## config.mk

```make
export PLATFORM = sky130hd
export DESIGN_NAME = rv32i_hs_control_unit
export DESIGN_NICKNAME = d
export VERILOG_FILES = /design/src/rtl/fe_pkg.sv /design/src/rtl/cu_bus_timeout.sv /design/src/rtl/rv32i_hs_control_unit.sv
export SDC_FILE = /design/constraint.sdc
export NUM_CORES = 1
export LEC_CHECK = 0
export CORE_MARGIN = 2
export CORE_UTILIZATION = 42
export DETAILED_ROUTE_END_ITERATION = 6
export GPL_ROUTABILITY_DRIVEN = 1
export GPL_TIMING_DRIVEN = 1
export PLACE_DENSITY = 0.77
export SLEW_MARGIN = 20
export SYNTH_ARGS = -nofsm -noshare
export SYNTH_HDL_FRONTEND = slang
export SYNTH_SLANG_ARGS = --single-unit
```

## constraint.sdc

```tcl
create_clock -name clk -period 2.41 [get_ports clk]
set_input_delay 0.241 -clock clk [delete_from_list [all_inputs] [get_ports clk]]
set_output_delay 0.241 -clock clk [all_outputs]
set_load 0.02 [all_outputs]
```

## src/rtl/fe_pkg.sv

```systemverilog
// Shared types for the RV32I handshake control unit: FSM states, trap
// causes, decoder opcode classes and mnemonics, plus small opcode/mnemonic
// classifiers used by the FSM.
package fe_pkg;

  typedef enum logic [2:0] {
    IDLE      = 3'd0,
    FETCH     = 3'd1,
    DECODE    = 3'd2,
    EXECUTE   = 3'd3,
    MEM       = 3'd4,
    WRITEBACK = 3'd5,
    TRAP      = 3'd6
  } RV32I_CU_STATE_t;

  typedef enum logic [2:0] {
    TC_NONE          = 3'd0,
    TC_ILLEGAL       = 3'd1,
    TC_ECALL         = 3'd2,
    TC_FETCH_TIMEOUT = 3'd3,
    TC_MEM_TIMEOUT   = 3'd4
  } RV32I_TRAP_CAUSE_t;

  // Opcode classes as produced by the decoder. JALR has its own class
  // because it shares the I-format but behaves as a control transfer.
  typedef enum logic [3:0] {
    R_TYPE       = 4'd0,
    I_TYPE       = 4'd1,
    I_LOAD_TYPE  = 4'd2,
    I_JALR_TYPE  = 4'd3,
    I_FENCE_TYPE = 4'd4,
    I_ENV_TYPE   = 4'd5,
    S_TYPE       = 4'd6,
    B_TYPE       = 4'd7,
    J_TYPE       = 4'd8,
    U_LUI_TYPE   = 4'd9,
    U_AUI_TYPE   = 4'd10,
    INVALID_TYPE = 4'd15
  } RV32I_OPCODE_t;

  typedef enum logic [5:0] {
    MN_INVALID, MN_LUI, MN_AUIPC, MN_JAL, MN_JALR,
    MN_BEQ, MN_BNE, MN_BLT, MN_BGE, MN_BLTU, MN_BGEU,
    MN_LB, MN_LH, MN_LW, MN_LBU, MN_LHU,
    MN_SB, MN_SH, MN_SW,
    MN_ADDI, MN_SLTI, MN_SLTIU, MN_XORI, MN_ORI, MN_ANDI,
    MN_SLLI, MN_SRLI, MN_SRAI,
    MN_ADD, MN_SUB, MN_SLL, MN_SLT, MN_SLTU, MN_XOR, MN_SRL, MN_SRA,
    MN_OR, MN_AND,
    MN_FENCE, MN_ECALL, MN_EBREAK
  } RV32I_INSTRUCTION_MNEMONIC_t;

  // Instruction needs a data bus access after EXECUTE.
  function automatic logic is_mem_op(input RV32I_OPCODE_t op);
    return (op == I_LOAD_TYPE) || (op == S_TYPE);
  endfunction

  // Instruction updates the PC directly from EXECUTE (no WRITEBACK).
  function automatic logic is_flow_op(input RV32I_OPCODE_t op);
    return (op == B_TYPE) || (op == J_TYPE) || (op == I_JALR_TYPE) || (op == U_AUI_TYPE);
  endfunction

  // Control transfers that also write rd in EXECUTE.
  function automatic logic links_in_execute(input RV32I_INSTRUCTION_MNEMONIC_t mn);
    return (mn == MN_JAL) || (mn == MN_JALR) || (mn == MN_AUIPC);
  endfunction

  // Instructions whose result is written to rd in WRITEBACK.
  function automatic logic writes_rd_in_wb(input RV32I_OPCODE_t op);
    return (op == R_TYPE) || (op == I_TYPE) || (op == I_LOAD_TYPE) || (op == U_LUI_TYPE);
  endfunction

endpackage

```

## src/rtl/cu_bus_timeout.sv

```systemverilog
// Bus access watchdog. Counts cycles spent waiting for an acknowledge and
// flags expiry on the last allowed waiting cycle. BUS_TIMEOUT = 0 disables
// expiry entirely (the counter then simply wraps).
module cu_bus_timeout #(
  parameter int BUS_TIMEOUT = 16,
  parameter int TO_W        = 5
) (
  input  logic clk,
  input  logic rst,
  input  logic i_clear,
  input  logic i_enable,
  output logic o_expired
);

  localparam logic [TO_W-1:0] LP_LAST = (BUS_TIMEOUT > 0) ? TO_W'(BUS_TIMEOUT - 1) : '0;

  logic [TO_W-1:0] r_count;

  // Wait counter: clear has priority, otherwise count while enabled.
  always_ff @(posedge clk or negedge rst) begin
    if (!rst) begin
      r_count <= '0;
    end else if (i_clear) begin
      r_count <= '0;
    end else if (i_enable) begin
      r_count <= r_count + TO_W'(1);
    end
  end

  // A clear in the expiring cycle (acknowledge) suppresses the timeout.
  assign o_expired = (BUS_TIMEOUT > 0) && i_enable && !i_clear && (r_count == LP_LAST);

endmodule

```

## src/rtl/rv32i_hs_control_unit.sv

```systemverilog
// Multi-cycle RV32I control FSM with bus and execute handshakes.
// Optional performance counters are built when RV32I_CU_PERF_CNT_EN is
// defined; otherwise perf_cycles/perf_instret do not exist.
//
//   state     | meaning
//   ----------+-----------------------------------------------------------
//   IDLE      | out of reset, nothing issued
//   FETCH     | instruction read on the bus, waiting for bus_ack
//   DECODE    | decoder output checked: illegal or ECALL/EBREAK traps
//   EXECUTE   | ALU working; held while exec_busy; flow ops update PC
//   MEM       | load/store on the bus, strobes stable until bus_ack
//   WRITEBACK | rd written (if any) and PC advanced
//   TRAP      | one cycle: PC loaded from trap vector, cause latched
module rv32i_hs_control_unit
  import fe_pkg::*;
#(
  parameter int BUS_TIMEOUT = 16
`ifdef RV32I_CU_PERF_CNT_EN
  , parameter int CNT_W     = 32
`endif
) (
  input  logic                        clk,
  input  logic                        rst,
  input  RV32I_OPCODE_t               opcode,
  input  RV32I_INSTRUCTION_MNEMONIC_t mnemonic,
  input  logic                        opcode_legal,
  input  logic                        bus_ack,
  input  logic                        exec_busy,
  output logic                        bus_req,
  output logic                        bus_rden,
  output logic                        bus_wren,
  output logic                        bus_addr_select_alu_out,
  output logic                        ir_wren,
  output logic                        rf_wren,
  output logic                        program_counter_wren,
  output logic                        pc_select_trap,
  output logic                        trap_valid,
  output RV32I_TRAP_CAUSE_t           trap_cause,
  output RV32I_CU_STATE_t             control_unit_state,
  output RV32I_CU_STATE_t             control_unit_state_next
`ifdef RV32I_CU_PERF_CNT_EN
  ,
  output logic [CNT_W-1:0]            perf_cycles,
  output logic [CNT_W-1:0]            perf_instret
`endif
);

  localparam int TO_W = (BUS_TIMEOUT > 0) ? (($clog2(BUS_TIMEOUT + 1) > 0) ? $clog2(BUS_TIMEOUT + 1) : 1) : 1;

  RV32I_CU_STATE_t   r_state;
  RV32I_CU_STATE_t   w_state_next;
  RV32I_TRAP_CAUSE_t r_trap_cause;
  RV32I_TRAP_CAUSE_t w_trap_cause_next;
  logic              r_mem_store;
  logic              w_waiting;
  logic              w_timeout;

  assign w_waiting = (r_state == FETCH) || (r_state == MEM);

  // The counter sits at zero outside FETCH/MEM, so every access starts
  // from a fresh count without a separate entry pulse.
  cu_bus_timeout #(
    .BUS_TIMEOUT (BUS_TIMEOUT),
    .TO_W        (TO_W)
  ) u_bus_timeout (
    .clk       (clk),
    .rst       (rst),
    .i_clear   (!w_waiting || bus_ack),
    .i_enable  (w_waiting),
    .o_expired (w_timeout)
  );

  // State register.
  always_ff @(posedge clk or negedge rst) begin
    if (!rst) begin
      r_state <= IDLE;
    end else begin
      r_state <= w_state_next;
    end
  end

  // Trap cause is captured on the way into TRAP and held until the next trap.
  always_ff @(posedge clk or negedge rst) begin
    if (!rst) begin
      r_trap_cause <= TC_NONE;
    end else if (w_state_next == TRAP) begin
      r_trap_cause <= w_trap_cause_next;
    end
  end

  // Access direction is frozen when MEM is entered so the strobes cannot
  // move while the bus is still working on the request.
  always_ff @(posedge clk or negedge rst) begin
    if (!rst) begin
      r_mem_store <= 1'b0;
    end else if ((r_state == EXECUTE) && (w_state_next == MEM)) begin
      r_mem_store <= (opcode == S_TYPE);
    end
  end

  // Next-state and datapath enables.
  always_comb begin
    w_state_next            = r_state;
    w_trap_cause_next       = TC_NONE;
    bus_req                 = 1'b0;
    bus_rden                = 1'b0;
    bus_wren                = 1'b0;
    bus_addr_select_alu_out = 1'b0;
    ir_wren                 = 1'b0;
    rf_wren                 = 1'b0;
    program_counter_wren    = 1'b0;
    pc_select_trap          = 1'b0;
    trap_valid              = 1'b0;
    case (r_state)
      IDLE: begin
        w_state_next = FETCH;
      end
      FETCH: begin
        bus_req  = 1'b1;
        bus_rden = 1'b1;
        if (bus_ack) begin
          ir_wren      = 1'b1;
          w_state_next = DECODE;
        end else if (w_timeout) begin
          w_state_next      = TRAP;
          w_trap_cause_next = TC_FETCH_TIMEOUT;
        end
      end
      DECODE: begin
        if (!opcode_legal) begin
          w_state_next      = TRAP;
          w_trap_cause_next = TC_ILLEGAL;
        end else if (opcode == I_ENV_TYPE) begin
          w_state_next      = TRAP;
          w_trap_cause_next = TC_ECALL;
        end else begin
          w_state_next = EXECUTE;
        end
      end
      EXECUTE: begin
        if (!exec_busy) begin
          if (is_mem_op(opcode)) begin
            w_state_next = MEM;
          end else if (is_flow_op(opcode)) begin
            program_counter_wren = 1'b1;
            rf_wren              = links_in_execute(mnemonic);
            w_state_next         = FETCH;
          end else begin
            w_state_next = WRITEBACK;
          end
        end
      end
      MEM: begin
        bus_req                 = 1'b1;
        bus_addr_select_alu_out = 1'b1;
        bus_rden                = !r_mem_store;
        bus_wren                = r_mem_store;
        if (bus_ack) begin
          if (r_mem_store) begin
            program_counter_wren = 1'b1;
            w_state_next         = FETCH;
          end else begin
            w_state_next = WRITEBACK;
          end
        end else if (w_timeout) begin
          w_state_next      = TRAP;
          w_trap_cause_next = TC_MEM_TIMEOUT;
        end
      end
      WRITEBACK: begin
        program_counter_wren = 1'b1;
        rf_wren              = writes_rd_in_wb(opcode);
        w_state_next         = FETCH;
      end
      TRAP: begin
        trap_valid           = 1'b1;
        pc_select_trap       = 1'b1;
        program_counter_wren = 1'b1;
        w_state_next         = FETCH;
      end
      default: begin
        w_state_next = IDLE;
      end
    endcase
  end

  assign trap_cause              = r_trap_cause;
  assign control_unit_state      = r_state;
  assign control_unit_state_next = w_state_next;

`ifdef RV32I_CU_PERF_CNT_EN
  logic [CNT_W-1:0] r_perf_cycles;
  logic [CNT_W-1:0] r_perf_instret;

  // Free-running cycle count and retire count (PC writes other than traps).
  always_ff @(posedge clk or negedge rst) begin
    if (!rst) begin
      r_perf_cycles  <= '0;
      r_perf_instret <= '0;
    end else begin
      r_perf_cycles <= r_perf_cycles + CNT_W'(1);
      if (program_counter_wren && (r_state != TRAP)) begin
        r_perf_instret <= r_perf_instret + CNT_W'(1);
      end
    end
  end

  assign perf_cycles  = r_perf_cycles;
  assign perf_instret = r_perf_instret;
`endif

endmodule

```

==> metrics <==
total track usage=a little under 20%; Worst R2R Path Depth=9; RSZ-0062 raised after global routing=no; CTS Buffer Depth=2; cell row count=16; diode count=0; Util after Layout=66.4%; RR Endpoint=trap_cause[2]$_DFFE_PN0N_; Die W=48.9 um; Most Frequent Cell on Critical Path=ha_1; Crit path depth=7; hold buffers post-CTS=0; number of fillers in the final layout=174; DRC Markers=0; multi-input logic area=roughly 510 um2; Die Height=48.9 um; CP startpoint=u_bus_timeout.r_count[0]$_DFFE_PN0P_; worst hold path class=input port to asynchronous set/reset pin; routed vias/inst=5.17; cell breakdown of the critical path=ha_1, and3_1, ha_1, or2_2, a22oi_2, o21ai_2, clkdlybuf4s15_2; outcome=complete, no violations; startpoint type of the worst setup path=flop; CTS clk-pin slew, worst paths=roughly 0.07 ns; Syn Nets=109; crit-path max FO=3; wire length of the first global-routing pass=~3.7 mm; max_slew headroom=63.7%; Fin Setup TNS=0 ns; vias post-DR=approximately 830; Leakage=0.570 nW; Die ar.=2390 um2; Slew @ Worst Pin=about 0.54 ns; layout cells sized above 1=between 10% and 20%; CP max stage cell=dfrtp_1; vias in the first global route=approximately 850; Initial Util=44.1%; # setup viols final=0; cell count after synthesis=92; Reg area=300 um2; max-slew violation count=0; DR WL/cell=12.9 um; routability cong.=0.867; aggregate routed wire length=2.06 mm; H-tree Lvls=1; Worst EP required=2.17 ns; final worst path period need=2.31 ns; post-route antenna net violation count=0; post-synthesis register bit count=12; clk sinks=12; area added between synthesis and finish=50.7%; largest net degree at the start of global routing=16; gr ovfl total=0; FF-to-FF setup slack=0.48 ns; Final HPWL DP=1.69 mm; CP top delay family=simple AND/OR/NAND/NOR gates; worst path bufs/invs=1; Port Buf Inserts=32; Root Buffer=clkbuf_4; Synth Cell Area=about 850 um2; Synth cell types=42; Seq/Total Area, Yosys=35.5%; Pwr Density=between 1000 and 1500 nW/um2; critical path endpoint=control_unit_state_next[1]; critical path type=flop to output port; clk_lat worst skew=0.28 ns; I/O pins=33; Yosys warnings=0; final worst-path cycle share=95.8%; count of max-cap constraint violations=0; fmax=433 MHz; CP Data Arrival Time=about 2.1 ns; Avg Cell Area, Syn=9.21 um2; clock skew=around 0.0013 ns; 1st-iter DRT viols=9; number of buffers created by CTS=3; CP Capture Type=output port; antenna violations before repair=0; Pre-antenna DRT Iters=4; Pwr Total=1.28 mW; Fin. Hold Viols=0; VDD IR max=0.713 mV; TritonCTS clock tree=built; Core Area=1920 um2; nets=151; RR Startpoint=u_bus_timeout.r_count[0]$_DFFE_PN0P_; Max stage delay on crit path=between 0.3 and 0.4 ns
## worst min path at each step
stage | from | end | slack (ns)
after floorplan | rst | control_unit_state[0]$_DFF_PN0_ | -0.05
after global placement | u_bus_timeout.r_count[0]$_DFFE_PN0P_ | u_bus_timeout.r_count[0]$_DFFE_PN0P_ | 0.45
after detailed placement | u_bus_timeout.r_count[0]$_DFFE_PN0P_ | u_bus_timeout.r_count[0]$_DFFE_PN0P_ | 0.46
after CTS | rst | trap_cause[0]$_DFFE_PN0N_ | 0.31
after global routing | rst | trap_cause[0]$_DFFE_PN0N_ | 0.34
final | rst | trap_cause[1]$_DFFE_PN0N_ | 0.31
## stage by stage
| step | hold WS, ns | instance area, um2 | worst slack [ns] | instances |
|---|---|---|---|---|
| after floorplan | -0.0546 | 847 | 0.466 | 92 |
| after global placement | 0.451 | 1230 | -0.0574 | 155 |
| after detailed placement | 0.462 | 1230 | -0.0722 | 155 |
| after CTS | 0.307 | 1270 | 0.00551 | 159 |
| after global routing | 0.344 | 1280 | 0.0101 | 160 |
| final | 0.309 | 1280 | 0.101 | 160 |
## Yosys cell counts
| cell | n | share of area (%) |
|---|---|---|
| or4b_1 | 1 | 1.2 |
| nand2_2 | 1 | 0.74 |
| o31ai_1 | 1 | 0.89 |
| nor3_1 | 1 | 0.59 |
| o21ai_2 | 1 | 1.0 |
| or3_1 | 3 | 2.2 |
| and2_1 | 2 | 1.5 |
| o21ai_0 | 1 | 0.59 |
| or2_2 | 1 | 0.74 |
| a2bb2oi_1 | 1 | 1.0 |
| a21oi_1 | 4 | 2.4 |
| inv_2 | 1 | 0.44 |
| or3b_1 | 1 | 1.0 |
| a32oi_1 | 1 | 1.0 |
| and2b_1 | 2 | 1.8 |
| o41ai_2 | 1 | 1.9 |
| a21bo_2 | 1 | 1.2 |
| nor3b_2 | 2 | 3.0 |
| a22o_1 | 1 | 1.0 |
| nand4b_1 | 2 | 2.1 |
| dfrtp_1 | 12 | 35 |
| o211ai_2 | 1 | 1.5 |
| ha_1 | 2 | 3.0 |
| and3b_1 | 1 | 1.0 |
| buf_4 | 4 | 3.5 |
| xor2_1 | 1 | 1.0 |
| mux2i_1 | 2 | 2.4 |
| nand3b_1 | 1 | 0.89 |
| nor2b_1 | 2 | 1.5 |
| a22oi_1 | 1 | 0.89 |
| xnor2_1 | 1 | 1.0 |
| nand4bb_1 | 1 | 1.3 |
| a21o_1 | 4 | 3.5 |
| nand3_1 | 1 | 0.59 |
| nand2b_1 | 4 | 3.0 |
| nand2_1 | 4 | 1.8 |
| o211ai_1 | 1 | 0.89 |
| inv_1 | 3 | 1.3 |
| o41ai_1 | 1 | 1.0 |
| nor2_1 | 11 | 4.9 |
| and3_1 | 2 | 1.5 |
| o21ai_1 | 3 | 1.8 |
## layout by cell type (no fill, tap or decap), types with 3 or more instances in the layout
master,instances
a21o_1,4
a21oi_1,4
nand2b_1,4
o21ai_1,3
inv_1,3
buf_4,9
nand2_1,4
clkbuf_4,3
dfrtp_1,12
clkdlybuf4s50_1,27
nor2_1,11
or3_1,3
## cells by family (layout without fill, tap and decap cells)
logic type      count (synthesis)  count (layout)  synth area share [%]
xor+xnor                        2               2                  2.07
fa+ha+maj                       2               2                  2.95
flops                          12              12                  35.5
mux                             2               2                  2.36
simple gates                   43              43                  31.2
buf+inv                         8              49                  5.32
compound gates                 23              23                  20.7
## per-layer routing
layer	up-vias	part of all wire, %	global-route usage, %
li1	414	-	-
met1	390	44	24.0
met2	18	50	34.0
met3	5	3.9	3.37
met4	0	1.8	7.62
met5	-	0	0
## where the power goes
part           switching [mW]  internal, mW
Combinational           0.399         0.378
Sequential             0.0799         0.256
Clock                  0.0705        0.0921
Total                   0.550         0.727
## cell type report
type,count,area share [%]
Multi-Input combinational cell,72,39.9
Clock buffer,4,2.84
Sequential cell,12,23.5
Timing Repair Buffer,41,29.9
Inverter,4,1.18
Tap cell,27,2.65
## registers in the layout, indices dropped and copies added, names as in the netlist
register               flops
u_bus_timeout.r_count      5
control_unit_state         3
trap_cause                 3
r_mem_store                1
## repair_timing
item / in CTS / in global routing
setup buffers: 0 / 1
endpoints found under the setup margin: 5 / 3
resized for setup: 9 / 3
hold endpoints to repair: 0 / 0
gates cloned: 0 / 0
pin swaps: 0 / 0
Power figures use the tool's default switching activity.
